--- config.mk ---
export PLATFORM = sky130hd
export DESIGN_NAME = kpg_prefix_adder_pl
export DESIGN_NICKNAME = d
export VERILOG_FILES = /design/src/rtl/kpg_pkg.sv /design/src/rtl/kpg_merge_cell.sv /design/src/rtl/kpg_prefix_adder_pl.sv
export SDC_FILE = /design/constraint.sdc
export NUM_CORES = 1
export LEC_CHECK = 0
export BUFFER_PORTS_ARGS = -buffer_cell sky130_fd_sc_hd__buf_4
export CORE_MARGIN = 2
export CORE_UTILIZATION = 59
export DETAILED_ROUTE_END_ITERATION = 10
export PLACE_DENSITY = 0.88
export SETUP_SLACK_MARGIN = 0.15
export SLEW_MARGIN = 20
export SYNTH_ARGS = -nofsm -noshare
export SYNTH_HDL_FRONTEND = slang
export SYNTH_SLANG_ARGS = --single-unit
--- constraint.sdc ---
create_clock -name clk -period 31.3 [get_ports clk]
set_input_delay 4.695 -clock clk [delete_from_list [all_inputs] [get_ports clk]]
set_output_delay 4.695 -clock clk [all_outputs]
set_load 0.02 [all_outputs]
--- src/rtl/kpg_pkg.sv ---
// kpg_pkg
// Shared types and helpers for the KPG (kill/propagate/generate) prefix adder.
// A KPG code summarises what a group of bit positions does to an incoming
// carry: kill it (K), pass it through (P) or create one (G). Bit 1 of a
// resolved code is the carry itself.
package kpg_pkg;

  typedef logic [1:0] kpg_t;

  localparam kpg_t KPG_K = 2'b00;
  localparam kpg_t KPG_P = 2'b01;
  localparam kpg_t KPG_G = 2'b11;

  // Combine an upper group with the group directly below it: the upper group
  // only defers to the lower one when it merely propagates.
  function automatic kpg_t kpg_merge_f(input kpg_t hi, input kpg_t lo);
    return (hi == KPG_P) ? lo : hi;
  endfunction

  // Code of a single bit position from its two operand bits.
  function automatic kpg_t kpg_of(input logic a_bit, input logic b_bit);
    kpg_t code;
    if (a_bit && b_bit) begin
      code = KPG_G;
    end else if (!a_bit && !b_bit) begin
      code = KPG_K;
    end else begin
      code = KPG_P;
    end
    return code;
  endfunction

endpackage

--- src/rtl/kpg_merge_cell.sv ---
// kpg_merge_cell
// Combinational merge of two KPG codes; one instance per prefix node.
// Ports:
//   hi     - code of the upper (more significant) group
//   lo     - code of the group immediately below it
//   merged - code of the combined group
module kpg_merge_cell
  import kpg_pkg::*;
(
  input  logic [1:0] hi,
  input  logic [1:0] lo,
  output logic [1:0] merged
);

  assign merged = kpg_merge_f(hi, lo);

endmodule

--- src/rtl/kpg_prefix_adder_pl.sv ---
// kpg_prefix_adder_pl
// Fully pipelined Kogge-Stone adder/subtractor built on KPG codes.
// One register stage captures the operands, one stage per prefix level,
// and an output stage forms sum and flags. A single enable advances the
// whole pipe whenever the output register is empty or being drained.
// Ports:
//   clk, rst             - clock (rising edge), asynchronous active-high reset
//   in_valid / in_ready  - operand handshake
//   a, b, cin, op        - operands, carry-in (add only), 0=add 1=sub
//   out_valid / out_ready- result handshake
//   sum, cout, ovf, zero - result, carry-out (sub: 1 = no borrow),
//                          signed overflow, result-is-zero
module kpg_prefix_adder_pl
  import kpg_pkg::*;
#(
  parameter int WIDTH = 32
) (
  input  logic             clk,
  input  logic             rst,
  input  logic             in_valid,
  output logic             in_ready,
  input  logic [WIDTH-1:0] a,
  input  logic [WIDTH-1:0] b,
  input  logic             cin,
  input  logic             op,
  output logic             out_valid,
  input  logic             out_ready,
  output logic [WIDTH-1:0] sum,
  output logic             cout,
  output logic             ovf,
  output logic             zero
);

  localparam int LEVELS = $clog2(WIDTH);

  // Pipeline state. Index 0 is the operand register, index k holds the
  // codes after prefix level k. Position 0 carries the carry-in, position
  // i+1 describes operand bit i.
  kpg_t             code_q  [0:LEVELS][0:WIDTH];
  logic [WIDTH-1:0] p_q     [0:LEVELS];
  logic [LEVELS:0]  valid_q;
  logic [LEVELS:0]  sa_q;
  logic [LEVELS:0]  sb_q;

  kpg_t             code_d  [0:WIDTH];
  kpg_t             merged  [1:LEVELS][0:WIDTH];
  logic [WIDTH-1:0] b_eff;
  logic             c0;
  logic             adv;

  assign adv      = !out_valid || out_ready;
  assign in_ready = adv;

  // Subtraction is a + ~b + 1, so the forced carry-in replaces cin.
  assign b_eff = op ? ~b : b;
  assign c0    = op | cin;

  always_comb begin
    code_d[0] = c0 ? KPG_G : KPG_K;
    for (int i = 0; i < WIDTH; i++) begin
      code_d[i+1] = kpg_of(a[i], b_eff[i]);
    end
  end

  // Prefix network: level k reaches 2^(k-1) positions down; positions too
  // low to have a partner at that distance are already fully resolved.
  for (genvar k = 1; k <= LEVELS; k++) begin : g_level
    for (genvar j = 0; j <= WIDTH; j++) begin : g_pos
      if (j >= (1 << (k - 1))) begin : g_merge
        kpg_merge_cell u_cell (
          .hi    (code_q[k-1][j]),
          .lo    (code_q[k-1][j-(1<<(k-1))]),
          .merged(merged[k][j])
        );
      end else begin : g_pass
        assign merged[k][j] = code_q[k-1][j];
      end
    end
  end

  // Operand and prefix stages. Bubbles travel through like real items; the
  // operand register only loads data when something is actually accepted.
  always_ff @(posedge clk or posedge rst) begin
    if (rst) begin
      valid_q <= '0;
      sa_q    <= '0;
      sb_q    <= '0;
      for (int k = 0; k <= LEVELS; k++) begin
        p_q[k] <= '0;
        for (int j = 0; j <= WIDTH; j++) begin
          code_q[k][j] <= KPG_K;
        end
      end
    end else if (adv) begin
      valid_q[0] <= in_valid;
      if (in_valid) begin
        p_q[0]  <= a ^ b_eff;
        sa_q[0] <= a[WIDTH-1];
        sb_q[0] <= b_eff[WIDTH-1];
        for (int j = 0; j <= WIDTH; j++) begin
          code_q[0][j] <= code_d[j];
        end
      end
      for (int k = 1; k <= LEVELS; k++) begin
        valid_q[k] <= valid_q[k-1];
        p_q[k]     <= p_q[k-1];
        sa_q[k]    <= sa_q[k-1];
        sb_q[k]    <= sb_q[k-1];
        for (int j = 0; j <= WIDTH; j++) begin
          code_q[k][j] <= merged[k][j];
        end
      end
    end
  end

  logic [WIDTH-1:0] carry;
  logic [WIDTH-1:0] sum_d;
  kpg_t             top_code;

  // After LEVELS levels each position spans 2^LEVELS = WIDTH positions, so
  // positions 0..WIDTH-1 reach position 0 but the carry-out position stops
  // one short. One last merge with position 0 closes that gap.
  always_comb begin
    for (int i = 0; i < WIDTH; i++) begin
      carry[i] = code_q[LEVELS][i][1];
    end
    sum_d    = p_q[LEVELS] ^ carry;
    top_code = kpg_merge_f(code_q[LEVELS][WIDTH], code_q[LEVELS][0]);
  end

  // Output register keeps the last result while a bubble passes, so only a
  // real item changes the visible data.
  always_ff @(posedge clk or posedge rst) begin
    if (rst) begin
      out_valid <= 1'b0;
      sum       <= '0;
      cout      <= 1'b0;
      ovf       <= 1'b0;
      zero      <= 1'b0;
    end else if (adv) begin
      out_valid <= valid_q[LEVELS];
      if (valid_q[LEVELS]) begin
        sum  <= sum_d;
        cout <= top_code[1];
        ovf  <= (sa_q[LEVELS] == sb_q[LEVELS]) && (sum_d[WIDTH-1] != sa_q[LEVELS]);
        zero <= ~|sum_d;
      end
    end
  end

endmodule
==> metrics.log <==
INFO  metric max-clock-path-buffers = 3
INFO  metric finalSetupTns = 0 ps
INFO  metric tritoncts = done
INFO  metric rsz0062_at_grt = false
INFO  metric critPathRequiredTime = 26,610 ps
INFO  metric insertion_delay = 580 ps
INFO  metric post-route-worst-setup-slack = 20,750 ps
INFO  metric slew-limit-headroom = 0.259
INFO  metric most_frequent_cells_after_synthesis = 891 x nand2_1, 579 x dfrtp_1, 377 x o21ai_0
INFO  metric die_y = 205 um
INFO  metric power_density = 103 nW/um^2
INFO  metric rows = 73
INFO  metric die_x = 205 um
INFO  metric initial_core_util = 0.598
INFO  metric dp_hpwl = 34.8 mm
INFO  metric netlist_cell_types = 27
INFO  metric hold_violations = 0
INFO  metric synth_nets = 2,572
INFO  metric timing.max_cap.violations = 0
INFO  metric gr-total-overflow = 0
INFO  metric worstPathMaxFanout = 67
INFO  metric cts_repair_resize_count = 0
INFO  metric nNetsFinal = 2,628
INFO  metric worst_setup_hold_path_clk_slew = 60 ps
INFO  metric worst_clock_skew = 12.3 ps
INFO  metric final-setup-viol-count = 0
INFO  metric yosys_warnings = 0
INFO  metric worst-slew-pin-transition = 1110 ps
INFO  metric synth_seq_cells = 579
INFO  metric postSynth.topFlopCell = dfrtp_1
INFO  metric cts_setup_buffers = 0
INFO  metric coreArea = 39,700 um^2
INFO  metric drt_first_pass_iters = 6
INFO  metric htreeDepth = 2
INFO  metric synth_async_sr_flop_share = 1.00
INFO  metric number_of_global_route_vias_before_repair = 17,600
INFO  metric syn_inst = 2,438
INFO  metric avgViaCountPerCell = 5.74
INFO  metric synth-edff-count = 0
INFO  metric final-instance-count-excl-fill = 3,064
INFO  metric yosysTopAreaCell = dfrtp_1
INFO  metric drt_drc_violations_left = 0
INFO  metric crit_type = input pin to output port
INFO  metric top_level_ports = 107
INFO  metric area_growth_syn_to_layout = 12.6%
INFO  metric layout_worst_path_cycle_share = 0.337
INFO  metric antennaDiodeCount = 0
INFO  metric startpoint_type = input pin
INFO  metric antenna_found_initial = 1
INFO  metric grt_max_degree = 198
INFO  metric cts_root_buf = clkbuf_16
INFO  metric final_replace_weighted_congestion = 0.833
INFO  metric syn-cell-area = 23,800 um^2
INFO  metric netlist_top_cells_area = dfrtp_1 61%, nand2_1 14%, o21ai_0 7.9%
INFO  metric cts_buffers = 55
INFO  metric count_of_final_max_slew_check_failures = 0
INFO  metric pre_cts_slack = 20,740 ps
INFO  metric ctsHoldBuffers = 0
INFO  metric worst-endpoint-arrival = 5860 ps
INFO  metric end_kind = output port
INFO  metric leakage = 13.0 nW
INFO  metric seq_area_frac_synth = 0.610
INFO  metric drt_first_iter_violations = 1,898
INFO  metric worst_hold_path_type = register to register
INFO  metric fp.dieArea = 41,900 um^2
INFO  metric placed_cells = 2,960
INFO  metric irDropWorstVdd = 0.0000539 V
INFO  metric dr_total_vias = 17,600
INFO  metric fin_worst_hold_slack = 466 ps
INFO  metric synthMostInstantiatedCell = nand2_1
INFO  metric run_status = finished clean
INFO  metric port-buffer-count = 106
INFO  metric finalCriticalPeriod = 10,550 ps
INFO  metric synth.avg_cell_area = 9.75 um^2
INFO  metric ant_nets = 0
INFO  metric tritoncts_num_sinks = 579
INFO  metric maxClockFrequency = 94.7 MHz
INFO  metric grt_first_pass_wirelength = 91.0 mm
INFO  metric wl_per_cell = 18.1 um
INFO  metric drive_above_1_share = 0.115
INFO  metric totalWireLength = 55.6 mm
INFO  metric grtUsageTotal = 0.274
INFO  metric synth_top_area_share = 0.610
worst paths after layout:
kind | from | end | slack [ps] | cells past startpoint
min in group asynchronous | rst | p_q[61] | 4280 | 2
hold / removal | p_q[102] | p_q[70] | 470 | 2
setup / recovery | out_ready | in_ready | 20750 | 5
setup reg to reg | out_valid | code_q[183] | 27100 | 6
hold reg to reg | p_q[102] | p_q[70] | 470 | 2
max in group asynchronous | rst | code_q[390] | 24870 | 5
stage by stage:
stage	util	total power, mW	cell area, um^2
after floorplan	-	1.76	23800
after global placement	0.624	1.97	24800
after detailed placement	0.624	2.03	24800
after CTS	0.672	2.75	26700
after global routing	0.674	2.92	26800
final	0.674	2.76	26800
power breakdown:
| part | internal [mW] | switching [mW] | total [mW] |
|---|---|---|---|
| logic | 0.261 | 0.446 | 0.706 |
| clock network | 0.418 | 0.279 | 0.698 |
| registers | 1.08 | 0.279 | 1.36 |
| total | 1.76 | 1.00 | 2.76 |
flip-flops by register name, indices dropped and copies added, names as in the netlist:
register / count
carry: 31
sa_q: 6
ovf: 1
out_valid: 1
p_q: 192
cout: 1
code_q: 302
valid_q: 6
zero: 1
sum: 32
sb_q: 6
worst max-delay path: stages:
cell	delay, ps
buf_4	120
nor2b_4	80
buf_4	410
inv_6	280
buf_4	260
final cells by class:
type / instances / area [um^2]
sequential: 579 / 14500
fill: 2665 / 13000
multi-input combinational: 1670 / 8460
clock buffer: 88 / 1690
timing repair buffer: 121 / 972
tap: 525 / 657
inverter: 67 / 264
clock inverter: 14 / 223
layout by cell type, fill, tap and decap left out, types with 26 or more instances in the layout:
| cell | count |
|---|---|
| buf_4 | 113 |
| a21oi_1 | 155 |
| o21ai_0 | 377 |
| nor2_1 | 26 |
| xor2_1 | 43 |
| inv_1 | 65 |
| mux2_2 | 76 |
| clkbuf_16 | 57 |
| nand2_1 | 891 |
| dfrtp_1 | 579 |
| ha_1 | 64 |
cells by family (layout without fill, tap and decap cells):
| family | count (synthesis) | in the layout | synth area share |
|---|---|---|---|
| fa+ha+maj | 64 | 64 | 0.0337 |
| xor+xnor | 64 | 64 | 0.0242 |
| compound gates | 534 | 534 | 0.113 |
| flops | 579 | 579 | 0.610 |
| mux | 76 | 76 | 0.0360 |
| buf+inv | 189 | 290 | 0.0348 |
| simple gates | 932 | 932 | 0.149 |
per-layer routing:
layer | track usage | vias to the layer above | wire length [um]
met4 | 0.115 | 2 | 2320
met1 | 0.373 | 8678 | 22500
met5 | 0 | - | 13
met2 | 0.449 | 707 | 27200
li1 | - | 8044 | -
met3 | 0.0371 | 160 | 3510
Note: power is estimated with default switching activity, not from simulation.
